--- src/rtl/mc_controller.sv ---
// mc_controller: multicycle control unit for the 32-bit ARM core.
//
// Decodes the latched instruction (IR) and sequences fetch, decode and execute.
// It drives the datapath mux selects, write enables, ALUControl and ImmSrc.
// It also holds the NZCV flag register and evaluates condition codes.
//
// Build option: define HALFWORD_IMM_EN to route the LDRH/STRH immediate
// encoding to the memory path with ImmSrc=11. Without it, that encoding
// decodes as a data-processing register op.
//
// Ports:
//   clk         in   1   core clock, rising edge
//   reset       in   1   asynchronous, active-high
//   Instr       in   32  IR contents: Cond[31:28] Op[27:26] Funct[25:20] Rd[15:12]
//   ALUFlags    in   4   {N,Z,C,V} from the ALU this cycle
//   PCWrite     out  1   PC load enable
//   MemWrite    out  1   data memory write enable
//   RegWrite    out  1   register file write enable
//   IRWrite     out  1   instruction register load enable
//   AdrSrc      out  1   0=PC, 1=ALU result as memory address
//   RegSrc      out  2   [0]=Op==10 (Rn<-R15), [1]=Op==01 (Rm<-Rd)
//   ALUSrcA     out  1   0=RD1, 1=PC
//   ALUSrcB     out  2   00=RD2 01=ExtImm 10=constant 4
//   ResultSrc   out  2   00=ALUOut 01=ReadData 10=ALUResult
//   ImmSrc      out  2   immediate extender format select
//   ALUControl  out  2   00 ADD, 01 SUB, 10 AND, 11 ORR
//
// States:
//   state  | meaning
//   FETCH  | read instruction at PC, load IR, PC+4
//   DECODE | read registers, choose execute path
//   MEMADR | compute memory address
//   MEMRD  | read data memory
//   MEMWB  | write loaded data to register file
//   MEMWR  | write data memory
//   EXECR  | ALU op on register operand, flags may update
//   EXECI  | ALU op on immediate operand, flags may update
//   ALUWB  | write ALU result to register file
//   BRANCH | load branch target into PC
module mc_controller #(
    parameter logic [3:0] FLAGS_RST = 4'b0000
) (
    input  logic        clk,
    input  logic        reset,
    input  logic [31:0] Instr,
    input  logic [3:0]  ALUFlags,
    output logic        PCWrite,
    output logic        MemWrite,
    output logic        RegWrite,
    output logic        IRWrite,
    output logic        AdrSrc,
    output logic [1:0]  RegSrc,
    output logic        ALUSrcA,
    output logic [1:0]  ALUSrcB,
    output logic [1:0]  ResultSrc,
    output logic [1:0]  ImmSrc,
    output logic [1:0]  ALUControl
);

    typedef enum logic [3:0] {
        FETCH  = 4'd0,
        DECODE = 4'd1,
        MEMADR = 4'd2,
        MEMRD  = 4'd3,
        MEMWB  = 4'd4,
        MEMWR  = 4'd5,
        EXECR  = 4'd6,
        EXECI  = 4'd7,
        ALUWB  = 4'd8,
        BRANCH = 4'd9
    } state_t;

    state_t      state_q, state_d;
    logic [3:0]  flags_q;
    logic [1:0]  op;
    logic [5:0]  funct;
    logic [3:0]  cond;
    logic        is_hw;
    logic        ir_write, next_pc, reg_w, mem_w, branch, alu_op;
    logic        no_write, cond_ex, pcs;
    logic [1:0]  flag_w;
    logic        unused_bits;

    assign op    = Instr[27:26];
    assign funct = Instr[25:20];
    assign cond  = Instr[31:28];

`ifdef HALFWORD_IMM_EN
    assign is_hw = (op == 2'b00) & ~funct[5] & funct[2] & (Instr[7:4] == 4'b1011);
`else
    assign is_hw = 1'b0;
`endif

    assign unused_bits = ^{Instr[19:16], Instr[11:0]};

    always_ff @(posedge clk or posedge reset) begin
        if (reset) state_q <= FETCH;
        else       state_q <= state_d;
    end

    always_comb begin
        state_d   = FETCH;
        ir_write  = 1'b0;
        next_pc   = 1'b0;
        reg_w     = 1'b0;
        mem_w     = 1'b0;
        branch    = 1'b0;
        alu_op    = 1'b0;
        AdrSrc    = 1'b0;
        ALUSrcA   = 1'b0;
        ALUSrcB   = 2'b00;
        ResultSrc = 2'b00;
        case (state_q)
            FETCH: begin
                state_d   = DECODE;
                ir_write  = 1'b1;
                next_pc   = 1'b1;
                ALUSrcA   = 1'b1;
                ALUSrcB   = 2'b10;
                ResultSrc = 2'b10;
            end
            DECODE: begin
                ALUSrcA   = 1'b1;
                ALUSrcB   = 2'b10;
                ResultSrc = 2'b10;
                case (op)
                    2'b01:   state_d = MEMADR;
                    2'b00:   state_d = is_hw ? MEMADR : (funct[5] ? EXECI : EXECR);
                    2'b10:   state_d = BRANCH;
                    default: state_d = FETCH;
                endcase
            end
            MEMADR: begin
                ALUSrcB = 2'b01;
                state_d = funct[0] ? MEMRD : MEMWR;
            end
            MEMRD: begin
                AdrSrc  = 1'b1;
                state_d = MEMWB;
            end
            MEMWB: begin
                ResultSrc = 2'b01;
                reg_w     = 1'b1;
            end
            MEMWR: begin
                AdrSrc = 1'b1;
                mem_w  = 1'b1;
            end
            EXECR: begin
                alu_op  = 1'b1;
                state_d = ALUWB;
            end
            EXECI: begin
                ALUSrcB = 2'b01;
                alu_op  = 1'b1;
                state_d = ALUWB;
            end
            ALUWB: begin
                reg_w = 1'b1;
            end
            BRANCH: begin
                ALUSrcB   = 2'b01;
                ResultSrc = 2'b10;
                branch    = 1'b1;
            end
            default: state_d = FETCH;
        endcase
    end

    always_comb begin
        ALUControl = 2'b00;
        if (alu_op) begin
            case (funct[4:1])
                4'b0100: ALUControl = 2'b00;
                4'b0010: ALUControl = 2'b01;
                4'b0000: ALUControl = 2'b10;
                4'b1100: ALUControl = 2'b11;
                4'b1010: ALUControl = 2'b01;
                default: ALUControl = 2'b00;
            endcase
        end
    end

    // Only ADD/SUB produce meaningful carry/overflow, so logical ops leave CV alone.
    assign flag_w = alu_op ? {funct[0], funct[0] & ~ALUControl[1]} : 2'b00;

    // CMP is recognised from Instr, not ALUOp, because the suppression lands in ALUWB.
    assign no_write = (op == 2'b00) & (funct[4:1] == 4'b1010);

    always_comb begin
        case (cond)
            4'b0000: cond_ex = flags_q[2];
            4'b0001: cond_ex = ~flags_q[2];
            4'b0010: cond_ex = flags_q[1];
            4'b0011: cond_ex = ~flags_q[1];
            4'b0100: cond_ex = flags_q[3];
            4'b0101: cond_ex = ~flags_q[3];
            4'b0110: cond_ex = flags_q[0];
            4'b0111: cond_ex = ~flags_q[0];
            4'b1000: cond_ex = flags_q[1] & ~flags_q[2];
            4'b1001: cond_ex = ~(flags_q[1] & ~flags_q[2]);
            4'b1010: cond_ex = (flags_q[3] == flags_q[0]);
            4'b1011: cond_ex = (flags_q[3] != flags_q[0]);
            4'b1100: cond_ex = ~flags_q[2] & (flags_q[3] == flags_q[0]);
            4'b1101: cond_ex = ~(~flags_q[2] & (flags_q[3] == flags_q[0]));
            4'b1110: cond_ex = 1'b1;
            default: cond_ex = 1'b0;
        endcase
    end

    always_ff @(posedge clk or posedge reset) begin
        if (reset) begin
            flags_q <= FLAGS_RST;
        end else if (state_q == EXECR || state_q == EXECI) begin
            if (flag_w[1] & cond_ex) flags_q[3:2] <= ALUFlags[3:2];
            if (flag_w[0] & cond_ex) flags_q[1:0] <= ALUFlags[1:0];
        end
    end

    assign pcs = ((Instr[15:12] == 4'hF) & reg_w) | branch;

    assign PCWrite  = ~reset & (next_pc | (pcs & cond_ex));
    assign RegWrite = ~reset & reg_w & ~no_write & cond_ex;
    assign MemWrite = ~reset & mem_w & cond_ex;
    assign IRWrite  = ~reset & ir_write;

    assign RegSrc = {op == 2'b01, op == 2'b10};

    always_comb begin
        ImmSrc = (op == 2'b11) ? 2'b00 : op;
        if (is_hw && (state_q == MEMADR || state_q == MEMRD || state_q == MEMWR))
            ImmSrc = 2'b11;
    end

endmodule

--- config.mk ---
export PLATFORM = sky130hd
export DESIGN_NAME = mc_controller
export DESIGN_NICKNAME = d
export VERILOG_FILES = /design/src/rtl/mc_controller.sv
export SDC_FILE = /design/constraint.sdc
export NUM_CORES = 1
export LEC_CHECK = 0
export ABC_AREA = 1
export BUFFER_PORTS_ARGS = -buffer_cell sky130_fd_sc_hd__buf_2
export CAP_MARGIN = 20
export CORE_AREA = 3 3 59 45
export DETAILED_ROUTE_END_ITERATION = 8
export DIE_AREA = 0 0 62 48
export HOLD_SLACK_MARGIN = 0.08
export PLACE_DENSITY_LB_ADDON = 0.1
export SETUP_SLACK_MARGIN = 0.2
export SLEW_MARGIN = 20
export SYNTH_ARGS = -nofsm -noshare
export SYNTH_HDL_FRONTEND = slang
export SYNTH_SLANG_ARGS = --single-unit
--- constraint.sdc ---
create_clock -name clk -period 1.7 [get_ports clk]
set_input_delay 0.255 -clock clk [delete_from_list [all_inputs] [get_ports clk]]
set_output_delay 0.255 -clock clk [all_outputs]
set_load 0.02 [all_outputs]
==> flow_summary.ini <==
[outcome]
status = finished, violations left
violations = negative setup slack

[route]
routed_wl_mm = 3.22
routedWlPerCell_um = 13.4
viasPerCell = 4.91
via_count = 1183
firstDrtPassIters = 4
drc = 0
first_iter_violations = 54
ant_nets = 0

[synthesis]
synthArstFlopShare_pct = 100
synth-warning-count = 0
ys_seq_area_share_pct = 23.9
synth.distinct_cells = 22
ys_ff_latch = 8
synth_fp_nets = 184
synthCells = 146
syn_area_per_cell_um2 = 5.73
synth_flop_cell = dfrtp_1
synthesis.area_um2 = 837
synth-edff-count = 0

[timing]
drv_slew = 0
finalSetupViolations = 3
worst_pin_slew_ns = 0.324
fin_crit_sh_pct = 106
setup_ws_ns = -0.107
worst_slew_margin_rel_pct = 78.2
fin_crit_ns = 1.81
hold_viol = 0
grt_setup_unrepaired = yes
max_freq_mhz = 553
tns_ns = -0.294
fin_skew_ns = 0.0103

[pwr]
irDropWorstVdd_mv = 0.644
total_power_uw = 2570
p_leak_uw = 0.000799
power_density_nw_per_um2 = 1660

[clocking]
cts_tree = yes
htreeDepth = 1
postCtsHoldBufs = 0
clockBufferDepth = 2
root_buffer = clkbuf_4
clkLatencyLatePin_ns = 0.26
cts_buffers = 3
clk_pin_slew_ns = 0.06
numClockSinks = 8

[global_routing]
grt_pass1_wl_mm = 3.97
grt_start_max_net_pins = 9
grt_usage_pct = 18.6
grt_overflow_total = 0
antenna_found_initial = 0
first_global_vias = 918

[floorplanning]
design.core.area_um2 = 2120
start_util_pct = 39.5
die-area_um2 = 2980
rows = 14
io_pins = 54
fp.dieW_um = 62
die_h_um = 48

[critical_path]
required_ns = 1.44
worst-path-buf-inv = 2
reg2reg_slack_ns = 0.03
critPathMaxStageDelay_ns = 0.45
crit_family = simple AND/OR/NAND/NOR gates
r2r_end = flags_q[2]
crit_chain = inv_2 -> nand2_2 -> nand2_2 -> nand2_1 -> nand2_1 -> a21oi_2 -> nand3_4 -> nand2_4 -> nor2_1 -> buf_4
crit_slowest_cell = dfrtp_1
path_max_fanout = 5
crit_arrival_ns = 1.55
start_kind = register
reg2reg_from = flags_q[3]
path_class = register to output port
reg2regPathDepth = 12
endpoint_kind = output port

[final_layout]
fin_cells = 241
num_antenna_cells = 0
nets = 249
area_delta_synth_final_pct = 85.2
fill_cells = 173
multi_input_area_um2 = 711
drive_above_1_share_pct = 57.4
seq_area_um2 = 204

[flow_run]
cap_violations = 0

[placed_design]
dp_hpwl_mm = 1.89
io_buffers = 37
gp_congestion = 0.839
pre_cts_ws_ns = 0.0769
dp.cells = 215

[min_path]
hp-class = input port to async pin
[cell usage in the layout, fill, tap and decap left out]
master    instances
a21oi_2           2
a41o_1            1
buf_2            26
buf_4            16
buf_6            20
clkbuf_4          3
clkinv_1          1
dfrtp_1           5
dfrtp_2           3
inv_1            13
inv_2            12
nand2_1          29
nand2_2          11
nand2_4           1
nand2_8           1
nand3_1          17
nand3_2           3
nand3_4           1
nand3b_1          1
nand4_1           1
nor2_1           16
nor2_2            5
nor2_4           10
o211ai_1          1
o21ai_0           2
o21ai_1           2
o21ai_2           2
o22ai_4           1
o311ai_2          1
o31ai_4           2
[timing repair]
action	CTS	global route
setup endpoints to repair	9	20
resized for setup	42	46
pin swaps	11	8
buffers inserted	14	9
[final cells by class]
| type | count | share of cell area (%) |
|---|---|---|
| Tap cell | 32 | 2.58 |
| Clock buffer | 3 | 1.45 |
| Inverter | 26 | 6.30 |
| Multi-Input combinational cell | 110 | 45.8 |
| Timing Repair Buffer | 62 | 30.7 |
| Sequential cell | 8 | 13.2 |
[kinds of logic (layout without fill, tap and decap cells)]
| family | count (synthesis) | after routing | synth area share [%] |
|---|---|---|---|
| and+or+nand+nor | 96 | 96 | 51.7 |
| buffers and inverters | 28 | 91 | 13.5 |
| AOI/OAI and AO/OA | 14 | 14 | 10.9 |
| DFF | 8 | 8 | 23.9 |
[sequential cells by signal, indices dropped and copies added (netlist names)]
signal   cells
state_q      4
flags_q      4
[power by group]
part | total [uW] | switching, uW | internal, uW
clock network | 148 | 67.0 | 81.0
registers | 380 | 118 | 263
logic | 2040 | 1030 | 1010
[stage by stage]
stage / hold slack, ns / util [%] / cell area, um2
4_1_cts: 0.109 / 61.3 / 1300
2_1_floorplan: 0.0872 / - / 840
5_1_grt: 0.155 / 73.1 / 1550
3_5_place_dp: 0.304 / 50.2 / 1060
3_3_place_gp: 0.296 / 50.2 / 1060
6_report: 0.119 / 73.1 / 1550
[worst max-delay path by stage]
stage	end	cells after the start	slack, ns	start
5_1_grt	RegWrite	10	-0.20	flags_q[3]
6_report	MemWrite	10	-0.11	flags_q[3]
3_5_place_dp	MemWrite	9	0.08	Instr[31]
2_1_floorplan	MemWrite	9	0.19	flags_q[0]
4_1_cts	MemWrite	10	-0.07	flags_q[0]
3_3_place_gp	MemWrite	9	0.11	Instr[31]
[synthesized netlist by cell type, types with 2 or more instances]
library cell	number	share of area (%)
buf_4	2	1.8
dfrtp_1	8	24
inv_1	20	9.0
inv_2	5	2.2
nand2_1	39	17
nand2_2	3	2.2
nand3_1	20	12
nor2_1	25	11
nor2_2	5	3.7
o21ai_0	6	3.6
o31ai_1	2	1.8
[layer usage]
metal | up-vias | part of all wire, % | track usage (%) | wire length [um]
li1 | 591 | - | - | -
met1 | 528 | 41 | 26.2 | 1330
met2 | 60 | 48 | 29.5 | 1560
met3 | 4 | 8.7 | 4.31 | 279
met4 | 0 | 1.6 | 2.54 | 51
met5 | - | 0 | 0 | 0
[worst reg2reg max path, delay by kind of cell (launching register included)]
family | cells | cell delay (ns)
compound gates | 1 | 0.15
buf+inv | 4 | 0.49
flops | 1 | 0.45
simple gates | 7 | 0.46
Power figures use the tool's default switching activity.
